--- config.mk ---
export PLATFORM = sky130hd
export DESIGN_NAME = grb_ws2812_tx
export DESIGN_NICKNAME = d
export VERILOG_FILES = /design/src/rtl/grb_ws2812_tx.sv
export SDC_FILE = /design/constraint.sdc
export NUM_CORES = 1
export LEC_CHECK = 0
export BUFFER_PORTS_ARGS = -buffer_cell sky130_fd_sc_hd__buf_4
export CAP_MARGIN = 40
export CORE_AREA = 10 10 201 203
export DETAILED_ROUTE_END_ITERATION = 10
export DIE_AREA = 0 0 211 213
export GPL_ROUTABILITY_DRIVEN = 0
export MAX_ROUTING_LAYER = met4
export PLACE_DENSITY = 0.51
export SLEW_MARGIN = 20
export SYNTH_ARGS = -nofsm -noshare
export SYNTH_HDL_FRONTEND = slang
export SYNTH_SLANG_ARGS = --single-unit
export TNS_END_PERCENT = 50
--- constraint.sdc ---
create_clock -name clk -period 3.95 [get_ports clk]
set_clock_uncertainty 0.15 [all_clocks]
set_input_delay 0.5925 -clock clk [delete_from_list [all_inputs] [get_ports clk]]
set_output_delay 0.5925 -clock clk [all_outputs]
set_load 0.05 [all_outputs]
--- src/rtl/grb_ws2812_tx.sv ---
// WS2812 transmitter: scales/saturates 60-bit accumulator pixels to 24-bit GRB, buffers them
// in a small FIFO and serialises frames (N_LED pixels followed by a latch gap) onto dout.
module grb_ws2812_tx #(
  parameter int SHIFT  = 4,
  parameter int N_LED  = 32,
  parameter int DEPTH  = 8,
  parameter int T0H    = 20,
  parameter int T1H    = 40,
  parameter int TBIT   = 63,
  parameter int TRESET = 3000
) (
  input  logic        clk,
  input  logic        rst,
  input  logic [59:0] GRBdata,
  input  logic        ok,
  output logic        dout,
  output logic        busy,
  output logic        frame_done,
  output logic        overflow,
  output logic        underrun
);

  // state | meaning
  // IDLE  | line low, waiting for a buffered pixel
  // LOAD  | pop a pixel into the shift register (first pixel or after a stall)
  // SEND  | emitting bits MSB first, one TBIT-cycle slot each
  // WAIT  | FIFO ran dry mid-frame; line low until data or latch timeout
  // LATCH | line low for TRESET cycles to latch the frame
  typedef enum logic [2:0] {S_IDLE, S_LOAD, S_SEND, S_WAIT, S_LATCH} state_t;

  localparam int AW = $clog2(DEPTH);
  localparam int TW = $clog2((TRESET > TBIT) ? TRESET : TBIT);
  localparam int PW = $clog2(N_LED + 1);

  function automatic logic [7:0] sat(input logic [19:0] c);
    logic [19:0] s;
    s = c >> SHIFT;
    return (s > 20'd255) ? 8'hFF : s[7:0];
  endfunction

  logic [23:0]   mem [DEPTH];
  logic [AW-1:0] wr_ptr, rd_ptr;
  logic [AW:0]   count;
  logic          ok_d, push_req, wr_en, pop, empty, full;
  logic [23:0]   word, rd_data;

  state_t        state, state_n;
  logic [TW-1:0] timer, timer_n, hi_lim;
  logic [4:0]    bit_idx, bit_n;
  logic [PW-1:0] pix, pix_n;
  logic [23:0]   shreg, shreg_n;
  logic          dout_n, set_under;

  assign word     = {sat(GRBdata[59:40]), sat(GRBdata[39:20]), sat(GRBdata[19:0])};
  assign push_req = ok & ~ok_d;
  assign empty    = (count == '0);
  assign full     = (count == (AW+1)'(DEPTH));
  // A pop in the same cycle frees the slot, so a push into a full FIFO still succeeds.
  assign wr_en    = rst & push_req & (~full | pop);
  assign rd_data  = mem[rd_ptr];
  assign hi_lim   = shreg[bit_idx] ? TW'(T1H) : TW'(T0H);
  assign busy     = (state != S_IDLE);

  always_ff @(posedge clk) begin
    if (wr_en) mem[wr_ptr] <= word;
  end

  always_ff @(posedge clk) begin
    if (!rst) begin
      ok_d     <= 1'b0;
      wr_ptr   <= '0;
      rd_ptr   <= '0;
      count    <= '0;
      overflow <= 1'b0;
      underrun <= 1'b0;
      dout     <= 1'b0;
      state    <= S_IDLE;
      timer    <= '0;
      bit_idx  <= '0;
      pix      <= '0;
      shreg    <= '0;
    end else begin
      ok_d <= ok;
      if (wr_en) wr_ptr <= wr_ptr + AW'(1);
      if (pop)   rd_ptr <= rd_ptr + AW'(1);
      case ({wr_en, pop})
        2'b10:   count <= count + (AW+1)'(1);
        2'b01:   count <= count - (AW+1)'(1);
        default: count <= count;
      endcase
      if (push_req && full && !pop) overflow <= 1'b1;
      if (set_under) underrun <= 1'b1;
      dout    <= dout_n;
      state   <= state_n;
      timer   <= timer_n;
      bit_idx <= bit_n;
      pix     <= pix_n;
      shreg   <= shreg_n;
    end
  end

  always_comb begin
    state_n    = state;
    timer_n    = timer;
    bit_n      = bit_idx;
    pix_n      = pix;
    shreg_n    = shreg;
    pop        = 1'b0;
    dout_n     = 1'b0;
    set_under  = 1'b0;
    frame_done = 1'b0;
    case (state)
      S_IDLE: begin
        if (!empty) begin
          state_n = S_LOAD;
          pix_n   = '0;
        end
      end
      S_LOAD: begin
        pop     = 1'b1;
        shreg_n = rd_data;
        bit_n   = 5'd23;
        timer_n = '0;
        state_n = S_SEND;
      end
      S_SEND: begin
        dout_n = (timer < hi_lim);
        if (timer == TW'(TBIT - 1)) begin
          timer_n = '0;
          if (bit_idx != 5'd0) begin
            bit_n = bit_idx - 5'd1;
          end else if (pix == PW'(N_LED - 1)) begin
            state_n = S_LATCH;
          end else begin
            pix_n = pix + PW'(1);
            // Reload in the final slot cycle so consecutive pixels run gap-free.
            if (!empty) begin
              pop     = 1'b1;
              shreg_n = rd_data;
              bit_n   = 5'd23;
            end else begin
              set_under = 1'b1;
              state_n   = S_WAIT;
            end
          end
        end else begin
          timer_n = timer + TW'(1);
        end
      end
      S_WAIT: begin
        if (!empty) begin
          state_n = S_LOAD;
        end else if (timer == TW'(TRESET - 1)) begin
          frame_done = 1'b1;
          state_n    = S_IDLE;
          timer_n    = '0;
          pix_n      = '0;
        end else begin
          timer_n = timer + TW'(1);
        end
      end
      S_LATCH: begin
        if (timer == TW'(TRESET - 1)) begin
          frame_done = 1'b1;
          state_n    = S_IDLE;
          timer_n    = '0;
          pix_n      = '0;
        end else begin
          timer_n = timer + TW'(1);
        end
      end
      default: state_n = S_IDLE;
    endcase
  end

endmodule

==> metrics.md, run 1 <==
| Metric | Value |
|---|---|
| Status | `completed` |
| Port Buffers | `55` |
| WS Path Type | `reg -> reg` |
| Setup violations, final | `0` |
| Worst setup EP type | `flop` |
| Clk network pwr share | `33.7%` |
| Hold Path Class | `in -> reg` |
| Die ar. | `44900 sq um` |
| # hold bufs at CTS | `0` |
| Bufs and invs on worst path | `2` |
| Required @ worst endpoint | `4.21 ns` |
| Top-area cell type share of the netlist area | `53.3%` |
| Maximum vdd drop | `0.358 mV` |
| Synth Area in XOR/XNOR | `1.62%` |
| Final TNS setup | `0 ns` |
| # diodes | `0` |
| Switch share | `28.0%` |
| Vias in the first global route | `6069` |
| Most frequent cell after synthesis | `edfxtp_1` |
| CTS tree | `done` |
| DR pass1 iterations | `4` |
| Slew headroom | `53.1%` |
| Number of synthesized register bits | `259` |
| CTS resizes | `0` |
| Largest net degree at the start of global routing | `60` |
| CP peak stage delay | `0.56 ns` |
| Initial DRC Count | `353` |
| Simple-Gate Fraction of Synth Area | `9.42%` |
| CP max stage cell | `buf_4` |
| RR Startpoint | `bit_idx[0]$_SDFFE_PN0P_` |
| Tmin final | `3.13 ns` |
| WL/cell | `18.1 microns` |
| Worst-skew pair later-pin latency | `0.55 ns` |
| Adder-cell share of the synthesized area | `1.27%` |
| Die height | `213 microns` |
| Largest family of logic cells by synthesized area | `multiplexers` |
| Clock Pin Slew Worst Setup and Hold Paths | `0.06 ns` |
| Hold depth | `2` |
| Top_reg_cell synth | `edfxtp_1` |
| Synth Instances | `690` |
| Syn_nets | `764` |
| Final-report hold violation count | `0` |
| Initial antenna violation count | `0` |
| Layout cells sized above 1 | `28.8%` |
| Largest cells by area after synthesis | `edfxtp_1 53%, dfxtp_1 12%, mux4_2 11%` |
| DR vias/cell | `4.75` |
| Int Pwr | `0.00504 W` |
| Comb pwr share | `18.4%` |
| Delay-heaviest family, CP | `buffers and inverters` |
| Multiplexer share of the synthesized area | `13.8%` |
| Fillers | `3519` |
| Switch Pwr | `0.00196 W` |
| Pwr dens | `550 nW/um^2` |
| Clock root cell | `clkbuf_16` |
| Global-route wire length before repair | `35400 microns` |
| Setup bufs post-CTS | `0` |
| Clock tree buffer depth | `3` |
| Worst Path Max Fanout | `59` |
| Drt drc | `0` |
| Post-Syn Area | `10800 sq um` |
| H-tree depth | `1` |
| CORE AREA | `36300 sq um` |
| Fin crit share | `79.3%` |
| Post-synth top cells | `192 x edfxtp_1, 67 x dfxtp_1, 67 x nor2_1` |
| Register-to-register setup slack | `0.82 ns` |
| Seq/Total Area, Yosys | `65.8%` |
| GRT Total Usage | `10.3%` |
| Syn. warnings | `0` |
| Hold slack | `0.168 ns` |
| Routed via count | `5920` |
| Avg Cell Area, Syn | `15.7 sq um` |
| Footprint of the multi-input gates | `3530 sq um` |
| Actual slew at the worst max-slew pin | `0.703 ns` |
| Die width | `211 microns` |
| Pleak | `4.30 nW` |
| Min-Delay Endpoint | `ok_d$_SDFF_PN0_` |
| Storage cell area | `7110 sq um` |
| R2R cell count | `9` |
| Site row count | `70` |
| Final WL | `22600 microns` |
| Largest area contributor in the netlist | `edfxtp_1` |
| Critical path, cell by cell | `inv_1 > ha_1 > nor4b_4 > nand4_1 > o31ai_4 > buf_4 > mux2i_1 > xor2_1 > nor2_1` |
| HPWL after DPL | `13900 microns` |
| Hold wc startpoint | `ok` |
| Initial core utilization | `29.8%` |
| Unique cell type count in the Yosys netlist | `59` |
| Number of synthesized flops with an enable pin | `192` |
| Compound-Gate Fraction of Synth Area | `6.03%` |
| CTS sink count | `259` |
| RSZ-0062 raised after global routing | `no` |
| Fraction of registers with async set/reset | `0%` |
| Achievable Freq | `0.319 GHz` |
| Flop pwr share | `47.9%` |
| Max_cap viols | `0` |
| Final #Nets | `834` |
| IO Pins | `68` |
| Detail Route Antenna Nets | `0` |
| Grt total ovfl | `0` |
| Area Overhead vs Synth | `17.7%` |
| R2R Path End | `count[0]$_SDFFE_PN0P_` |
| CP arrival | `3.39 ns` |
| Final Slew Violations | `0` |
| Startpoint Class | `flop` |
| Total CTS buffers | `27` |
-- cells by family (layout without fill, tap and decap cells) --
| group | count (synthesis) | in the layout |
|---|---|---|
| buffers and inverters | 45 | 134 |
| and+or+nand+nor | 190 | 190 |
| xor gates and xnor gates | 20 | 20 |
| AOI/OAI and AO/OA | 83 | 83 |
| adders and majority gates | 11 | 11 |
| DFF | 259 | 259 |
| muxes | 82 | 82 |
-- routing by layer --
metal	up-vias	GRT usage (%)	wire (microns)	part of all wire (%)
li1	2839	-	-	-
met4	0	2.55	463	2.0
met1	2947	13.9	11000	49
met2	97	15.9	10400	46
met5	-	-	0	0
met3	37	1.69	710	3.1
-- registers in the layout, summed over array words and instances (netlist names), 4 cells and up, named ones only --
signal and count:
pix 6, timer 12, shreg 24, mem 192, count 4, bit_idx 5
-- worst reg2reg max path, stage by stage (launching register included) --
cell,delay (ns)
dfxtp_1,0.47
inv_1,0.19
ha_1,0.16
nor4b_4,0.30
nand4_1,0.27
o31ai_4,0.31
buf_4,0.57
mux2i_1,0.37
xor2_1,0.17
nor2_1,0.05
-- power groups by stage --
stage	combinational (W)	sequential, W	clock (W)
floorplan	0.00116	0.00322	0
global placement	0.00129	0.00342	0
detailed placement	0.00130	0.00342	0
CTS	0.00130	0.00337	0.00243
global route	0.00144	0.00339	0.00254
finish	0.00129	0.00335	0.00236
-- worst max-delay path by stage --
stage / cells past startpoint / to / slack, ns / start
5_1_grt: 9 / count[0]$_SDFFE_PN0P_ / 0.45 / bit_idx[0]$_SDFFE_PN0P_
4_1_cts: 9 / count[0]$_SDFFE_PN0P_ / 0.74 / bit_idx[0]$_SDFFE_PN0P_
3_3_place_gp: 9 / count[0]$_SDFFE_PN0P_ / 0.79 / bit_idx[0]$_SDFFE_PN0P_
2_1_floorplan: 9 / mem[3][0]$_DFFE_PP_ / -0.05 / bit_idx[0]$_SDFFE_PN0P_
3_5_place_dp: 9 / count[0]$_SDFFE_PN0P_ / 0.74 / bit_idx[0]$_SDFFE_PN0P_
6_report: 9 / count[0]$_SDFFE_PN0P_ / 0.82 / bit_idx[0]$_SDFFE_PN0P_
-- stage by stage --
| step | utilization, % | power [W] | setup slack, ns | area (sq um) | cells |
|---|---|---|---|---|---|
| 6_report | 35.1 | 0.00700 | 0.817 | 12700 | 1247 |
| 5_1_grt | 35.1 | 0.00738 | 0.447 | 12700 | 1247 |
| 4_1_cts | 35.0 | 0.00710 | 0.740 | 12700 | 1246 |
| 3_5_place_dp | 32.7 | 0.00472 | 0.742 | 11900 | 1198 |
| 3_3_place_gp | 32.7 | 0.00471 | 0.793 | 11900 | 1197 |
| 2_1_floorplan | - | 0.00438 | -0.0453 | 10800 | 690 |
-- area by class of cell --
cell class / count / area share (%)
Clock inverter: 10 / 0.502
Timing Repair Buffer: 75 / 4.98
Multi-Input combinational cell: 386 / 27.7
Clock buffer: 38 / 5.95
Sequential cell: 259 / 55.9
Inverter: 11 / 0.325
Tap cell: 468 / 4.60
-- layout by cell type, fill, tap and decap left out, drive strengths merged, types with 10 or more instances in the layout --
master and count:
clkbuf 38, mux4 54, o21ai 12, inv 13
xor2 13, or2 26, nor4 10, a211oi 26
nor2 67, mux2i 28, edfxtp 192, buf 75
a21oi 17, ha 11, nand2 31, dfxtp 67
(Power assumes the default switching activity.)
==> run 2, diff against run 1 <==
Settings changed: ABC_AREA from default to 1, CORE_AREA 10 10 201 203 to 10 10 204 206, DIE_AREA 0 0 211 213 to 0 0 214 216, PLACE_DENSITY 0.51 to 0.49.
Clock period 3.95 ns to 2.93 ns, I/O delays scaled along.
==> metrics.md, run 2 <==
| Metric | Value |
|---|---|
| Status | `completed` |
| Worst setup path startpoint | `count[1]$_SDFFE_PN0P_` |
| Routed via count | `7937` |
| HPWL after DPL | `16300 microns` |
| Post-layout util | `35.8%` |
| Final TNS setup | `0 ns` |
| Number of synthesized flops with an enable pin | `192` |
| CORE AREA | `37400 sq um` |
| Die width | `214 microns` |
| IO Pins | `68` |
| Register-to-register setup slack | `0.29 ns` |
| Final-report hold violation count | `0` |
| Syn. warnings | `0` |
| Required @ worst endpoint | `2.34 ns` |
| Initial core utilization | `29.8%` |
| R2R Path End | `dout$_SDFF_PN0_` |
| Worst setup EP type | `output port` |
| Area Overhead vs Synth | `20.2%` |
| Drt drc | `0` |
| CP arrival | `2.06 ns` |
| Tmin final | `2.65 ns` |
| Detail Route Antenna Nets | `0` |
| Clock Pin Slew Worst Setup and Hold Paths | `0.06 ns` |
| Top_reg_cell synth | `edfxtp_1` |
| Pwr dens | `817 nW/um^2` |
| Initial DRC Count | `370` |
| Largest area contributor in the netlist | `edfxtp_1` |
| Hold Path Class | `in -> reg` |
| Clock root cell | `clkbuf_16` |
| Clock tree buffer depth | `3` |
| End of the critical path | `frame_done` |
| Fillers | `3746` |
| DR pass1 iterations | `5` |
| WS Path Type | `reg -> out` |
| Unique cell type count in the Yosys netlist | `39` |
| Achievable Freq | `0.377 GHz` |
| Synth Instances | `1093` |
| Post-synth top cells | `192 x edfxtp_1, 191 x nor2_1, 167 x nand2_1` |
| Number of synthesized register bits | `259` |
| Final Slew Violations | `0` |
| Top-area cell type share of the netlist area | `51.8%` |
| Max FFs per register | `192` |
| Actual slew at the worst max-slew pin | `0.654 ns` |
| Maximum vdd drop | `0.460 mV` |
| R2R cell count | `12` |
| Most common cell after layout, fill and taps aside | `edfxtp_1` |
| Syn_nets | `1167` |
| Fraction of registers with async set/reset | `0%` |
| Pleak | `5.23 nW` |
| Final #Nets | `1230` |
| Worst-skew pair later-pin latency | `0.57 ns` |
| Global-route wire length before repair | `43300 microns` |
| Die height | `216 microns` |
| Port Buffers | `55` |
| H-tree depth | `1` |
| GRT Total Usage | `11.9%` |
| Fin crit share | `90.5%` |
| Largest net degree at the start of global routing | `69` |
| Vias in the first global route | `7851` |
| Total CTS buffers | `28` |
| Worst Path Max Fanout | `6` |
| Avg Cell Area, Syn | `10.2 sq um` |
| Largest cells by area after synthesis | `edfxtp_1 52%, dfxtp_1 12%, nor2_1 6.4%` |
| Slew headroom | `56.4%` |
| # diodes | `0` |
| Largest Register | `mem` |
| RSZ-0062 raised after global routing | `no` |
| DR vias/cell | `4.70` |
| RR Startpoint | `bit_idx[0]$_SDFFE_PN0P_` |
| Seq/Total Area, Yosys | `63.9%` |
| Setup violations, final | `0` |
| Commonest non-fill, non-tap cells in the layout | `192 x edfxtp_1, 191 x nor2_1, 167 x nand2_1, 87 x inv_1, 74 x o21ai_0` |
| Site row count | `71` |
| Final WL | `27100 microns` |
| WL/cell | `16.0 microns` |
| Layout cells sized above 1 | `14.2%` |
| Die ar. | `46200 sq um` |
| Post-Syn Area | `11100 sq um` |
| Max_cap viols | `0` |
| CTS sink count | `259` |
| Most frequent cell after synthesis | `edfxtp_1` |
| CTS tree | `done` |
| Initial antenna violation count | `0` |
| Grt total ovfl | `0` |
| Setup bufs post-CTS | `0` |
| Largest regs | `mem: 192 flops, shreg: 24 flops, timer: 12 flops` |
| Startpoint Class | `flop` |
==> run 2: changes by cell type in the layout (fill, tap and decap cells not counted), sizes merged, moves of 16 or more <==
| cell | before | now |
|---|---|---|
| nand2 | 31 | 176 |
| o32ai | 0 | 48 |
| inv | 13 | 92 |
| nor3 | 6 | 22 |
| a31oi | 2 | 28 |
| nor2 | 67 | 196 |
| a211oi | 26 | 3 |
| mux4 | 54 | 0 |
| o21ai | 12 | 90 |
| mux2i | 28 | 0 |
| or2 | 26 | 2 |
| nand3 | 7 | 42 |
==> run 2: power breakdown <==
group	switching, W	internal (W)
logic	0.00186	0.00106
clock network	0.00148	0.00206
registers	0.000284	0.00418
total	0.00363	0.00730
==> run 2: layout make-up <==
cell class | count | area [sq um] | share of cell area, %
inverters | 91 | 342 | 2.55
well taps | 511 | 639 | 4.78
flip-flops and latches | 259 | 7110 | 53.2
multi-input cells | 689 | 3550 | 26.5
clock inverters | 20 | 208 | 1.55
repair buffers | 87 | 803 | 6.01
clock buffers | 32 | 726 | 5.43
==> run 2: metal layers <==
layer	track usage (%)	wire [microns]	vias to the layer above
met5	-	0	-
met4	2.69	548	0
met3	2.06	980	30
met2	19.5	12700	124
met1	15.0	12800	3810
li1	-	-	3973
==> run 2: stage by stage <==
step	std cells	total power, W	hold slack (ns)	instance area, sq um	setup WS (ns)
floorplan	1093	0.00659	0.262	11200	0.0184
global placement	1634	0.00749	0.273	12400	0.397
detailed placement	1635	0.00750	0.286	12400	0.340
CTS	1689	0.0111	0.115	13400	0.143
global route	1689	0.0117	0.158	13400	0.0872
finish	1689	0.0109	0.139	13400	0.279
==> run 2: cell families after synthesis <==
kind of cell    share of synthesized area (%)
buf+inv                                  5.15
compound gates                           11.3
fa+ha+maj                                1.24
simple gates                             18.0
xor+xnor                                0.472
flops                                    63.9
==> run 2: worst min-delay path by stage <==
stage                                 from             endpoint  depth (start not counted)
global placement    rd_ptr[2]$_SDFFE_PN0N_                 flop                          1
detailed placement  rd_ptr[2]$_SDFFE_PN0N_                 flop                          1
finish                          GRBdata[9]  mem[7][5]$_DFFE_PP_                          3
CTS                            GRBdata[10]  mem[5][6]$_DFFE_PP_                          3
floorplan           rd_ptr[2]$_SDFFE_PN0N_                 flop                          1
global route                    GRBdata[9]  mem[7][5]$_DFFE_PP_                          3
==> run 2: worst max-delay path, stage by stage, from the launching register on <==
cell and delay, ns:
dfxtp_1 0.34, inv_1 0.08, nand2_1 0.09, nor2_1 0.22, inv_2 0.10, nor2_1 0.13
nor2_1 0.08, nor4_2 0.21, buf_4 0.26
==> run 2: what timing repair did <==
item                                   4_1_cts  5_1_grt
gates resized for setup                      0        1
endpoints found under the hold margin        1        0
setup endpoints to repair                    0        1
hold buffers                                 2        0
==> run 3, diff against run 2 <==
Settings changed: CELL_PAD_IN_SITES_DETAIL_PLACEMENT from default to 1, CELL_PAD_IN_SITES_GLOBAL_PLACEMENT from default to 1, PLACE_DENSITY 0.49 to 0.58.
==> metrics.md, run 3 (synthesis results as in run 2) <==
| Metric | Value |
|---|---|
| Grt total ovfl | `0` |
| Site row count | `71` |
| Die height | `216 microns` |
| CORE AREA | `37400 sq um` |
| Final #Nets | `1229` |
| Status | `completed` |
| Die ar. | `46200 sq um` |
| Power Total | `0.0113 W` |
| Initial core utilization | `29.8%` |
| Port Buffers | `55` |
| Fin crit share | `92.1%` |
| Startpoint Class | `flop` |
| Global-route wire length before repair | `45600 microns` |
| Final WL | `28400 microns` |
| Clock tree buffer depth | `3` |
| Initial DRC Count | `351` |
| Final-report hold violation count | `0` |
| Worst Path Max Fanout | `6` |
| Area Overhead vs Synth | `20.8%` |
| Actual slew at the worst max-slew pin | `0.682 ns` |
| IO Pins | `68` |
| Vias in the first global route | `8163` |
| # diodes | `0` |
| CTS sink count | `259` |
| Final TNS setup | `0 ns` |
| Routed via count | `8065` |
| CTS tree | `done` |
| Largest regs | `mem: 192 flops, shreg: 24 flops, timer: 12 flops` |
| Setup violations, final | `0` |
| Slew headroom | `54.5%` |
| RSZ-0062 raised after global routing | `no` |
| Achievable Freq | `0.371 GHz` |
| Largest Register | `mem` |
| Detail Route Antenna Nets | `0` |
| WS Path Type | `reg -> out` |
| Max FFs per register | `192` |
| Pwr dens | `838 nW/um^2` |
| Total CTS buffers | `29` |
| Hold Path Class | `in -> reg` |
| Worst setup EP type | `output port` |
| Initial antenna violation count | `0` |
| Tmin final | `2.70 ns` |
| Drt drc | `0` |
| Pleak | `5.25 nW` |
| HPWL after DPL | `17400 microns` |
| WL/cell | `16.8 microns` |
| H-tree depth | `1` |
| Commonest non-fill, non-tap cells in the layout | `192 x edfxtp_1, 191 x nor2_1, 167 x nand2_1, 87 x inv_1, 74 x o21ai_0` |
| Largest net degree at the start of global routing | `97` |
| Setup bufs post-CTS | `0` |
| Max_cap viols | `0` |
| DR vias/cell | `4.78` |
| Die width | `214 microns` |
| Required @ worst endpoint | `2.34 ns` |
| Worst-skew pair later-pin latency | `0.56 ns` |
| DR pass1 iterations | `4` |
| Layout cells sized above 1 | `13.6%` |
| Clock Pin Slew Worst Setup and Hold Paths | `0.06 ns` |
| GRT Total Usage | `12.4%` |
| Clock root cell | `clkbuf_16` |
| Maximum vdd drop | `0.512 mV` |
| CP arrival | `2.11 ns` |
| Most common cell after layout, fill and taps aside | `edfxtp_1` |
| Final Slew Violations | `0` |
run 3: final timing paths:
kind | depth (start not counted) | slack (ns) | startpoint | to
min | 3 | 0.15 | GRBdata[10] | mem[1][6]$_DFFE_PP_
max reg2reg | 11 | 0.34 | bit_idx[1]$_SDFFE_PN0P_ | mem[1][2]$_DFFE_PP_
max | 8 | 0.23 | count[1]$_SDFFE_PN0P_ | frame_done
min reg2reg | 1 | 0.30 | rd_ptr[2]$_SDFFE_PN0N_ | flop
run 3: power breakdown:
group | switching (W) | internal (W) | leakage [nW]
logic | 0.00191 | 0.00107 | 2.23
registers | 0.000279 | 0.00419 | 2.53
clock network | 0.00147 | 0.00235 | 0.492
total | 0.00366 | 0.00761 | 5.25
run 3: worst max-delay path, stage by stage (launching register included):
cell	delay, ns
dfxtp_1	0.34
inv_1	0.08
nand2_1	0.09
nor2_1	0.22
inv_2	0.10
nor2_1	0.14
nor2_1	0.07
nor4_1	0.25
buf_4	0.27
run 3: area by class of cell:
type                            instances  area [sq um]
Timing Repair Buffer                   85           813
Clock buffer                           36           752
Multi-Input combinational cell        689          3540
Sequential cell                       259          7110
Inverter                               91           342
Tap cell                              511           639
Clock inverter                         18           249
Fill cell                            4154         24000
run 3: through the flow:
step	utilization, %	cell area, sq um	cells	hold WS, ns	setup slack (ns)
finish	36.0	13400	1689	0.150	0.231
global route	36.0	13400	1689	0.170	0.0219
CTS	35.9	13400	1689	0.129	0.170
detailed placement	33.2	12400	1633	0.297	0.271
global placement	33.2	12400	1632	0.278	0.343
floorplan	-	11200	1093	0.262	0.0184
run 3: timing repair:
item / CTS / global route
setup endpoints to repair: 0 / 1
resized for setup: 0 / 2
hold buffers: 2 / 0
hold endpoints to repair: 1 / 0
run 3: per-layer routing:
metal | track usage, % | part of all wire [%] | vias to the layer above
li1 | - | - | 3970
met1 | 15.8 | 47 | 3964
met2 | 20.4 | 48 | 92
met3 | 1.76 | 3.2 | 39
met4 | 3.00 | 2.1 | 0
met5 | - | 0 | -
